===== config.mk =====
export PLATFORM = sky130hd
export DESIGN_NAME = seg7_scan_reader
export DESIGN_NICKNAME = d
export VERILOG_FILES = /design/src/rtl/seg7_scan_reader.sv
export SDC_FILE = /design/constraint.sdc
export NUM_CORES = 1
export LEC_CHECK = 0
export CAP_MARGIN = 20
export CORE_AREA = 8 8 84 105
export DETAILED_ROUTE_END_ITERATION = 12
export DIE_AREA = 0 0 92 113
export GPL_TIMING_DRIVEN = 0
export PLACE_DENSITY = 0.67
export RECOVER_POWER = 25
export SLEW_MARGIN = 15
export SYNTH_ARGS = -nofsm -noshare
export SYNTH_HDL_FRONTEND = slang
export SYNTH_SLANG_ARGS = --single-unit

===== constraint.sdc =====
create_clock -name clk -period 2.35 [get_ports clk]
set_input_delay 0.235 -clock clk [delete_from_list [all_inputs] [get_ports clk]]
set_output_delay 0.235 -clock clk [all_outputs]
set_load 0.1 [all_outputs]

===== src/rtl/seg7_scan_reader.sv =====
// ============================================================================
// Module   : seg7_scan_reader
// Purpose  : Rebuilds the 16-bit value shown on a multiplexed 4-digit 7-segment bus.
// Revision : 1.0 - initial release
// ============================================================================
`default_nettype none

module seg7_scan_reader #(
  parameter bit SEG_ACTIVE_LOW = 1'b1,
  parameter int STABLE_CYCLES  = 4,
  parameter int TIMEOUT_CYCLES = 1024
) (
  input  logic        clk,
  input  logic        reset,
  input  logic [6:0]  seg_in,
  input  logic        dp_in,
  input  logic [3:0]  dig_en,
  output logic [15:0] value,
  output logic        dp_out,
  output logic        valid,
  output logic        err,
  output logic [3:0]  err_digit,
  output logic        timeout
);

  localparam int c_SCW = $clog2(STABLE_CYCLES + 1);
  localparam int c_TCW = $clog2(TIMEOUT_CYCLES);
  localparam logic [c_SCW-1:0] c_STABLE = c_SCW'(STABLE_CYCLES);
  localparam logic [c_TCW-1:0] c_TLAST  = c_TCW'(TIMEOUT_CYCLES - 1);

  typedef enum logic [1:0] {
    S_IDLE   = 2'd0,
    S_SETTLE = 2'd1,
    S_HOLD   = 2'd2
  } state_t;

  state_t             r_state, w_state_nxt;
  logic [3:0]         r_lat_en;
  logic [6:0]         r_lat_seg;
  logic               r_lat_dp;
  logic [c_SCW-1:0]   r_cnt;
  logic [c_TCW-1:0]   r_tcnt;
  logic [3:0]         r_mask;
  logic [15:0]        r_sh_val;
  logic [3:0]         r_sh_err;
  logic               r_sh_dp;

  logic [6:0]         w_seg;
  logic               w_dp;
  logic               w_onehot;
  logic               w_same;
  logic               w_load;
  logic               w_cnt_inc;
  logic               w_cap;
  logic [3:0]         w_cap_bit;
  logic [4:0]         w_dec;
  logic               w_done;
  logic               w_expire;
  logic [3:0]         w_base;

  // Returns {undecodable, nibble}; unknown patterns decode to nibble 0.
  function automatic logic [4:0] f_decode(input logic [6:0] p);
    logic [4:0] r;
    case (p)
      7'h3F:   r = 5'h00;
      7'h06:   r = 5'h01;
      7'h5B:   r = 5'h02;
      7'h4F:   r = 5'h03;
      7'h66:   r = 5'h04;
      7'h6D:   r = 5'h05;
      7'h7D:   r = 5'h06;
      7'h07:   r = 5'h07;
      7'h7F:   r = 5'h08;
      7'h6F:   r = 5'h09;
      7'h77:   r = 5'h0A;
      7'h7C:   r = 5'h0B;
      7'h39:   r = 5'h0C;
      7'h5E:   r = 5'h0D;
      7'h79:   r = 5'h0E;
      7'h71:   r = 5'h0F;
      default: r = 5'h10;
    endcase
    return r;
  endfunction

  assign w_seg    = SEG_ACTIVE_LOW ? ~seg_in : seg_in;
  assign w_dp     = SEG_ACTIVE_LOW ? ~dp_in  : dp_in;
  assign w_onehot = (dig_en != 4'd0) && ((dig_en & (dig_en - 4'd1)) == 4'd0);
  assign w_same   = (dig_en == r_lat_en) && (w_seg == r_lat_seg) && (w_dp == r_lat_dp);

  always_comb begin
    w_state_nxt = r_state;
    w_load      = 1'b0;
    w_cnt_inc   = 1'b0;
    w_cap       = 1'b0;
    case (r_state)
      S_IDLE: begin
        if (w_onehot) begin
          w_load      = 1'b1;
          w_state_nxt = S_SETTLE;
        end
      end
      S_SETTLE: begin
        // The latched sample has been seen STABLE_CYCLES times; commit it.
        w_cap = (r_cnt == c_STABLE);
        if (w_same) begin
          if (w_cap) w_state_nxt = S_HOLD;
          else       w_cnt_inc   = 1'b1;
        end else if (w_onehot) begin
          w_load = 1'b1;
        end else begin
          w_state_nxt = S_IDLE;
        end
      end
      S_HOLD: begin
        if (!w_same) begin
          if (w_onehot) begin
            w_load      = 1'b1;
            w_state_nxt = S_SETTLE;
          end else begin
            w_state_nxt = S_IDLE;
          end
        end
      end
      default: w_state_nxt = S_IDLE;
    endcase
  end

  assign w_dec     = f_decode(r_lat_seg);
  assign w_cap_bit = w_cap ? r_lat_en : 4'd0;
  assign w_done    = (r_mask == 4'hF);
  assign w_expire  = !w_done && (r_mask != 4'd0) && (r_tcnt == c_TLAST);
  // Mask as seen by this cycle's capture: completion/timeout start a fresh frame.
  assign w_base    = (w_done || w_expire) ? 4'd0 : r_mask;

  always_ff @(posedge clk) begin
    if (reset) begin
      r_state   <= S_IDLE;
      r_lat_en  <= 4'd0;
      r_lat_seg <= 7'd0;
      r_lat_dp  <= 1'b0;
      r_cnt     <= '0;
    end else begin
      r_state <= w_state_nxt;
      if (w_load) begin
        r_lat_en  <= dig_en;
        r_lat_seg <= w_seg;
        r_lat_dp  <= w_dp;
        r_cnt     <= c_SCW'(1);
      end else if (w_cnt_inc) begin
        r_cnt <= r_cnt + c_SCW'(1);
      end
    end
  end

  always_ff @(posedge clk) begin
    if (reset) begin
      r_mask    <= 4'd0;
      r_tcnt    <= '0;
      r_sh_val  <= 16'd0;
      r_sh_err  <= 4'd0;
      r_sh_dp   <= 1'b0;
      value     <= 16'd0;
      dp_out    <= 1'b0;
      valid     <= 1'b0;
      err       <= 1'b0;
      err_digit <= 4'd0;
      timeout   <= 1'b0;
    end else begin
      r_mask  <= w_base | w_cap_bit;
      valid   <= w_done;
      timeout <= w_expire;

      if (w_cap && (w_base == 4'd0)) r_tcnt <= '0;
      else if (w_base != 4'd0)       r_tcnt <= r_tcnt + c_TCW'(1);

      if (w_expire) begin
        r_sh_val <= 16'd0;
        r_sh_err <= 4'd0;
        r_sh_dp  <= 1'b0;
      end
      for (int d = 0; d < 4; d++) begin
        if (w_cap_bit[d]) begin
          r_sh_val[d*4 +: 4] <= w_dec[3:0];
          r_sh_err[d]        <= w_dec[4];
        end
      end
      if (w_cap_bit[3]) r_sh_dp <= r_lat_dp;

      if (w_done) begin
        value     <= r_sh_val;
        dp_out    <= r_sh_dp;
        err_digit <= r_sh_err;
        err       <= |r_sh_err;
      end
    end
  end

endmodule

`default_nettype wire


Word level (Yosys, flattened, before mapping)
Cells that the tools add are included.

Reductions and logical operators: 24. Div/mod/pow operators: 0. Add/subtract/negate cells: 3. Bitwise logic cells: 4. $mul: 0. Shift-type cells: 0. Muxes and demuxes: 31. Equal/unequal tests: 28. Magnitude comparators: 0.

Operators with widths (count): 7-bit equality test, second input constant (12); 5-bit one-hot mux with 16 select lines (1); 4-bit 2-to-1 mux (7); 16-bit 2-to-1 mux (1); 1-bit 2-to-1 mux (15); 7-bit by 3-bit equality test with 1-bit output, second input constant (2); 7-bit by 6-bit equality test with 1-bit output, second input constant (2); 4-bit nonzero test (3); 10-bit by 1-bit adder with 10-bit output, second input constant (1); 10-bit equality test, second input constant (1); 2-bit 2-to-1 mux (5); 2-bit nonzero test (5); 4-bit logical NOT (2); 7-bit equality test (1); 7-bit inverter (1); 1-bit logical AND (6); 3-bit != test, second input constant (2); 2-bit one-hot mux with 3 select lines (1); 2-bit OR reduction (3); 4-bit bitwise AND (1); 4-bit equality test (1); 4-bit equality test, second input constant (1); 2-bit != test, second input constant (2); 4-bit bitwise OR (1); other kinds (13) (13).

RAM bits: 0. Bits in registers: 76. Input bits: 14. Memories kept: 0. Memory bits (read-only): 0. Bits in latches: 0.

Logic depth before layout (Yosys ltp)
Depth after elaboration: 9. Mapped depth: 9. Depth with buffers taken out: 7.

Worst setup path before layout
Ideal clock, no wire load.

Kind: register to register. From: register r_tcnt[0]. To: register r_tcnt[1]. Period minus slack after synthesis: 1871 ps. Stages on the path, launching flop included: 9. Library setup time: 71 ps. Required time: 2279 ps. Path slack: 479 ps. Arrival: 1800 ps. Cells stage by stage: dfxtp_1 -> ha_1 -> and3_1 -> and4_1 -> nor3_2 -> inv_1 -> a21o_1 -> clkbuf_1 -> a21oi_1.

Cells in the longest elaborated chain, start to end: 7. Elaborated cells between the ends (all ways): 9.

RTL lines: start: declaration (line 42) `logic [c_TCW-1:0] r_tcnt;`; start signal: assignment (line 175) `else if (w_base != 4'd0) r_tcnt <= r_tcnt + c_TCW'(1);`; 10-bit equality test (line 132) `assign w_expire = !w_done && (r_mask != 4'd0) && (r_tcnt == c_TLAST);`; 1-bit logical AND (line 132); 1-bit logical OR (line 134) `assign w_base = (w_done || w_expire) ? 4'd0 : r_mask;`; 4-bit 2-to-1 mux (line 134); 4-bit logical NOT (line 174) `if (w_cap && (w_base == 4'd0)) r_tcnt <= '0;`; 1-bit logical AND (line 174); 2-bit OR reduction (no line).

Several ways; a longest one is shown, not always the timed one. A chain may end at the register's enable or synchronous reset.

Worst setup path after layout
From: register r_tcnt[0]. To: register r_sh_val[11].

Cells in the longest elaborated chain, start to end: 3.

RTL lines: 10-bit equality test (line 132); 1-bit logical AND (line 132); 2-bit nonzero test (no line); end signal: indexed assignment (line 184) `r_sh_val[d*4 +: 4] <= w_dec[3:0];`; end: declaration (line 44) `logic [15:0] r_sh_val;`.

Every way passes these cells.

==> flow_metrics.tcl <==
set metrics [dict create \
    status "finished, final reports clean" \
    htreeDepth 3 \
    min_period_ns 2.09 \
    power_frac_comb_pct 14.6 \
    fin_area_sq_mm 0.00416 \
    synth_top_flop_cell "dfxtp_1" \
    drc 0 \
    clkTransAtPathRegs_ns 0.08 \
    synth_nets 436 \
    async_flop_share_pct 0 \
    rsz0062_at_grt "false" \
    rows 35 \
    antenna_found_initial 0 \
    cts_tree "done" \
    fin_crit_sh_pct 88.9 \
    antenna_cells 0 \
    p_sw_mw 0.796 \
    r2r_start "r_tcnt[0]$_SDFFE_PP0P_" \
    wl_per_cell_um 13.8 \
    grt_pass1_vias 2899 \
    leakagePower_nw 1.41 \
    placed_area_sq_mm 0.00398 \
    r2r_end "r_sh_val[11]$_SDFFE_PP0P_" \
    synth_edf_count 0 \
    cts_buffers 9 \
    via_per_inst 5.39 \
    endpoint "r_sh_val[11]$_SDFFE_PP0P_" \
    startpoint_type "flop" \
    hp-class "flop to flop" \
    setup_viol 0 \
    cts_num_sinks 76 \
    vdd_drop_max_uv 405 \
    synthCells 415 \
    io_pins 38 \
    cp_data_arrival_time_ns 2.31 \
    cts.path.max_buffers 2 \
    post-dp-hpwl_um 5780 \
    hold_viol 0 \
    firstDrtPassIters 4 \
    maxSlewHeadroom_pct 34.7 \
    grt_max_degree 16 \
    routabilityCongestion 0.846 \
    clkPwrFrac_pct 34.6 \
    seq_area_frac_synth_pct 43.6 \
    wirelength_um 7750 \
    final_cell_mix "76 x dfxtp_1, 67 x nand2_1, 41 x nor2_1" \
    maxCapViolCount 0 \
    yosysUniqueCellTypes 45 \
    p_int_mw 1.88 \
    synth_area_sq_mm 0.00349 \
    drtIter0Drc 153 \
    fin_skew_ns 0.0104 \
    die_y_um 113 \
    ant_nets 0 \
    vias 3018 \
    track_usage_pct 15.9 \
    max_freq_mhz 479 \
    r2r_setup_slack_ns 0.26 \
    die_area_sq_mm 0.0104 \
    io_buffers 37 \
    crit_path_start "r_tcnt[0]$_SDFFE_PP0P_" \
    ys_ff_latch 76 \
    finalNetCount 484 \
    final_common_cell "dfxtp_1" \
    pwr_density_cell_mw_per_mm2 643 \
    die_width_um 92 \
    syn_area_per_cell_sq_um 8.41 \
    total_power_mw 2.68 \
    worstSkewPairLatency_ns 0.35 \
    worst-path-max-fanout 10 \
    dp_slack_ns -0.00672 \
    cp-end-kind "flop" \
    p_sw_share_pct 29.7 \
    yosysWarnings 0 \
    grt_first_pass_wirelength_um 13700 \
    critPathRequiredTime_ns 2.57 \
    worst_pin_slew_ns 0.977 \
    initial_utilization_pct 48.6 \
    final_layout_size_suffix_gt1_share_pct 8.33 \
    core_area_sq_mm 0.00718 \
    reg2reg_depth 8 \
    drv_slew 0 \
    final_core_util_pct 58.0 \
    cts_root_buf "clkbuf_8" \
    worstSetupPathType "flop to flop" \
    grt_overflow_total 0 \
    sequentialPowerShare_pct 50.8 \
    syn2layout_area_growth_pct 19.3 \
    finalWorstSetupSlack_ns 0.262 \
]
[cell type report]
type | instances | area [sq um]
inverters | 7 | 26.3
flip-flops and latches | 76 | 1520
well taps | 92 | 115
repair buffers | 37 | 370
clock inverters | 7 | 57.6
multi-input cells | 307 | 1840
fillers | 664 | 3020
clock buffers | 9 | 124
plain buffers | 25 | 111
[through the flow]
stage               cells  setup TNS, ns  hold WS, ns
global placement      544              0        0.442
CTS                   560              0        0.459
global route          560              0        0.472
detailed placement    544       -0.00815        0.447
floorplan             415              0        0.327
finish                560              0        0.456
[kinds of logic (layout without fill, tap and decap cells)]
group,Yosys count,after routing,share of synthesized area (%)
xor gates and xnor gates,25,25,6.27
DFF,76,76,43.6
buffers and inverters,32,85,3.94
and+or+nand+nor,184,184,25.0
adders and majority gates,7,7,2.51
muxes,6,6,1.72
AOI/OAI and AO/OA,85,85,17.0
[power groups by stage]
stage	clock, mW	sequential, mW	combinational [mW]
after floorplan	0	1.38	0.296
after global placement	0	1.39	0.384
after detailed placement	0	1.39	0.391
after CTS	0.950	1.36	0.392
after global routing	1.02	1.37	0.437
final	0.926	1.36	0.392
[cell usage after synthesis, types with 6 or more instances]
cell      number  share of area, %
nor2_1        41               4.4
clkbuf_1      16               1.7
dfxtp_1       76                44
ha_1           7               2.5
xnor2_1        8               2.0
a211oi_2       8               2.9
a21oi_1       38               5.4
nand4_1       12               2.2
xor2_1        17               4.3
nand2_1       67               7.2
nor3_1         8               1.1
nand3_1       30               4.3
mux2i_1        6               1.7
inv_1          7              0.75
o21a_1        13               2.8
[flip-flops by register name, indices dropped and copies added, names as in the netlist]
name,cells
r_sh_val,16
value,16
r_tcnt,10
r_lat_seg,7
err_digit,4
r_lat_en,4
r_mask,4
r_sh_err,4
r_cnt,3
r_state,2
dp_out,1
err,1
r_lat_dp,1
r_sh_dp,1
timeout,1
valid,1
[critical path, cell delays in order, from the launching register on]
cell	delay (ns)
dfxtp_1	0.38
ha_1	0.24
and3_1	0.17
and4_1	0.33
nand2_1	0.28
clkbuf_2	0.28
nand3_1	0.12
o21a_1	0.12
nor2_1	0.03
[timing repair]
| item | in CTS | in global routing |
|---|---|---|
| hold buffers | 0 | 0 |
| endpoints found under the setup margin | 0 | 13 |
| gates resized for setup | 0 | 3 |
| setup buffers | 0 | 0 |
[worst min-delay path by stage]
stage	start	end	slack, ns	depth (start not counted)
after detailed placement	value[15]$_SDFFE_PP0P_	value[15]$_SDFFE_PP0P_	0.45	2
after global placement	value[10]$_SDFFE_PP0P_	value[10]$_SDFFE_PP0P_	0.44	2
after floorplan	dp_in	r_lat_dp$_SDFFE_PP0P_	0.33	1
final	value[12]$_SDFFE_PP0P_	value[12]$_SDFFE_PP0P_	0.46	2
after global routing	value[11]$_SDFFE_PP0P_	value[11]$_SDFFE_PP0P_	0.47	2
after CTS	value[15]$_SDFFE_PP0P_	value[15]$_SDFFE_PP0P_	0.46	2
[per-layer routing]
metal	GRT usage [%]	share of wire (%)	vias to the layer above
li1	-	-	1547
met1	19.7	46	1404
met2	26.1	48	59
met3	4.11	3.9	8
met4	5.17	1.3	0
met5	0	0	-
Power figures use the tool's default switching activity.
==> variant 1: new RTL, same settings <==
Change the parameter `SEG_ACTIVE_LOW` from 1'b1 to 1'b0.
--- a/src/rtl/seg7_scan_reader.sv
+++ b/src/rtl/seg7_scan_reader.sv
@@ -8,3 +8,3 @@
 module seg7_scan_reader #(
-  parameter bit SEG_ACTIVE_LOW = 1'b1,
+  parameter bit SEG_ACTIVE_LOW = 1'b0,
   parameter int STABLE_CYCLES  = 4,
Formal check against the unedited RTL: same outputs for any inputs over 10 cycles, from zero or initial values and one cycle with reset high; that may be too few to reach the edited logic, so the function may still have changed.
==> variant 1 against the unedited design <==
Total power decreased by 1.4%; wire length increased by 11%; sequential cell count unchanged; non-clock buffer count increased by 3; hold slack got worse by 0.00067 ns; final area increased by 1.9%; area after synthesis unchanged; worst setup slack got worse by 0.12 ns; highest routed layer unchanged.
==> variant 1: results (changes against the unedited design) <==
Non-clk bufs 65 (+4.8%); share of cells above drive strength 1 0.0764 (-0.00689); Post-DP HPWL 6260 um (+8.4%); GR Layer Usage met3 0.0325 (-0.00861); wl on met1 3630 um (+0.97%); r2r setup slk 0.17 ns (-0.09 ns); status complete, no violations; critical path's top delay family buffers and inverters; met2 usage in global routing 0.301 (+0.0397); 1st-iter DRT viols 177 (+16%); multi-input logic area 0.00186 mm2 (+1.3%); list of most frequent post-synthesis cells 76 x dfxtp_1, 66 x nand2_1, 48 x a21oi_1; syn_nets 450 (+3.2%); Routability Congestion 0.904 (+6.9%); Slowest-stage cell, CP clkdlybuf4s50_1; buffer share of cell area 0.119 (+0.00349); FF-to-FF Start r_lat_seg[1]; Placed Cells 558 (+2.6%); Pleak 1.53 nW (+8.0%); vias in the first global route 3109 (+7.2%); endpoint of the worst hold path value[15]; Min-Delay Startpoint value[15]; Slew HR 0.344 (-0.00260); worst hold slack 0.456 ns (-0.000673 ns); met3 wire len 347 um (+14%); GR Util met1 0.184 (-0.0132); first-pass GRT wire length 14400 um (+4.8%); vias 3195 (+5.9%); CP arrival 2.43 ns (+0.12 ns); CTS resizes 2 (+2); final net count 500 (+3.3%); Reg area 0.00152 mm2 (+0.16%)
-- variant 1: cell count changes in the layout (fill, tap and decap cells not counted), sizes merged, moves of 5 or more --
| cell | change |
|---|---|
| nand4 | -7 |
| a21oi | +10 |
| nor3 | -8 |
| xnor2 | -5 |
| nor2 | +5 |
| o21a | -13 |
| mux2i | +9 |
| a31oi | +11 |
| a211oi | -5 |
| o21ai | +8 |
-- variant 1: how the worst max path moves through the flow --
stage	startpoint	end	slack [ns]	cells past startpoint
floorplan	r_tcnt[0]	r_sh_val[13]	0.29	8
global placement	dig_en[0]	r_lat_seg[3]	-0.25	8
detailed placement	dig_en[0]	r_lat_en[1]	-0.26	8
CTS	r_tcnt[0]	r_sh_val[13]	0.006	8
global route	r_tcnt[0]	r_sh_val[7]	0.04	8
finish	dig_en[0]	r_lat_en[0]	0.14	8
-- variant 1: power breakdown --
group          switching [mW]  internal (mW)  leakage (nW)
logic                   0.148          0.113         0.809
registers              0.0254           1.31         0.615
clock network           0.537          0.507         0.101
==> variant 2: new RTL, same settings <==
Without the edit above. Add an input register stage for `seg_in`, `dp_in` and `dig_en`, cleared by the reset; this delays them by one clock.
--- a/src/rtl/seg7_scan_reader.sv
+++ b/src/rtl/seg7_scan_reader.sv
@@ -35,2 +35,18 @@
   } state_t;
+
+  logic [6:0] seg_q;
+  logic dp_q;
+  logic [3:0] dig_en_q;
+
+  always_ff @(posedge clk) begin
+    if (reset) begin
+      seg_q    <= '0;
+      dp_q     <= '0;
+      dig_en_q <= '0;
+    end else begin
+      seg_q    <= seg_in;
+      dp_q     <= dp_in;
+      dig_en_q <= dig_en;
+    end
+  end
 
@@ -85,6 +101,6 @@
 
-  assign w_seg    = SEG_ACTIVE_LOW ? ~seg_in : seg_in;
-  assign w_dp     = SEG_ACTIVE_LOW ? ~dp_in  : dp_in;
-  assign w_onehot = (dig_en != 4'd0) && ((dig_en & (dig_en - 4'd1)) == 4'd0);
-  assign w_same   = (dig_en == r_lat_en) && (w_seg == r_lat_seg) && (w_dp == r_lat_dp);
+  assign w_seg    = SEG_ACTIVE_LOW ? ~seg_q : seg_q;
+  assign w_dp     = SEG_ACTIVE_LOW ? ~dp_q   : dp_q;
+  assign w_onehot = (dig_en_q != 4'd0) && ((dig_en_q & (dig_en_q - 4'd1)) == 4'd0);
+  assign w_same   = (dig_en_q == r_lat_en) && (w_seg == r_lat_seg) && (w_dp == r_lat_dp);
 
@@ -145,3 +161,3 @@
       if (w_load) begin
-        r_lat_en  <= dig_en;
+        r_lat_en  <= dig_en_q;
         r_lat_seg <= w_seg;
Check against the original RTL: no difference found for any inputs over 10 cycles, from zero or initial values and one cycle with reset high; that may be too few to reach the edited logic, so the function may still have changed.
==> variant 2 against the unedited design <==
Total power is 17% higher; sequential cell count grew 12; final cell count up 9.6%; clock power increased by 16%; final area is 11% higher; wire length rose by 16%; area after synthesis grew 13%; count of clock-buffer cells in the layout grew 1; worst setup slack got worse by 0.079 ns.
==> variant 2: results (changes against the unedited design) <==
count of cell types in the netlist 48 (+6.7%); mux cell area share after synthesis 0.0127 (-0.00448); Port Buffers 36 (-2.7%); Post-Synth XOR/XNOR Area 0.0379 (-0.0249); wire length per cell 14.6 um (+5.5%); wl on met1 4040 um (+12%); DRT Wirelength 8960 um (+16%); CP arrival 2.45 ns (+0.14 ns); Synth Area in Adders 0.0223 (-0.00282); Synth Area in Compound Gates 0.173 (+0.00354); switching share of power 0.282 (-0.0155); FF-to-FF Start r_lat_seg[5]; Routability Congestion 0.853 (+0.85%); clock power share 0.341 (-0.005); 1st-iter DRT viols 155 (+1.3%); fraction of area in multi-input gates 0.434 (-0.00717); Fill cells 646 (-2.7%); Seq cells 88 (+16%); multi-input gates 344 (+12%); status complete, no violations; r2r endpoint r_sh_val[4]; syn_nets 491 (+13%); Reg area 0.00176 mm2 (+16%); Slowest-stage cell, CP o311ai_0; clk sink count 88 (+16%); Min-Delay Startpoint reset; clk cell area share 0.0444 (+0.000825); Non-clk bufs 67 (+8.1%); Pleak 1.56 nW (+10%); met3 wire len 368 um (+21%); Placement Cell Area 0.00441 mm2 (+11%); skew final 0.00905 ns (-0.00135 ns); CLK BUF 10 (+1); final net count 538 (+11%); worst slew pin tran 1.05 ns (+0.0731 ns); list of most frequent post-synthesis cells 88 x dfxtp_1, 70 x nand2_1, 59 x a21oi_1; sequential share of the synthesized area 0.448 (+0.0121); GR Util met1 0.215 (+0.0173); endpoint of the worst hold path dig_en_q[3]; worst hold slack 0.248 ns (-0.209 ns)
-- variant 2: cell count changes in the layout (fill, tap and decap cells not counted), sizes merged, moves of 10 or more --
cell and change:
nor2 -11, a21oi +21, dfxtp +12, nor2b +10, clkdlybuf4s50 -11, dlygate4sd3 +10
o21ai +13, o21a -11
-- variant 2: how the worst max path moves through the flow --
| stage | from | endpoint | slack, ns | cells past startpoint |
|---|---|---|---|---|
| final | r_lat_seg[5] | r_sh_val[4] | 0.18 | 5 |
| after global routing | r_lat_seg[5] | r_sh_val[4] | 0.04 | 5 |
| after CTS | r_state[1] | r_sh_err[3] | 0.13 | 7 |
| after detailed placement | r_state[1] | r_sh_err[3] | 0.16 | 7 |
| after global placement | r_tcnt[0] | r_sh_val[6] | 0.19 | 8 |
| after floorplan | r_state[1] | r_sh_err[3] | 0.55 | 7 |
-- variant 2: what timing repair did --
action	in CTS	in global routing
buffers inserted	0	1
resized for setup	0	2
setup endpoints to repair	0	7
hold endpoints to repair	0	0
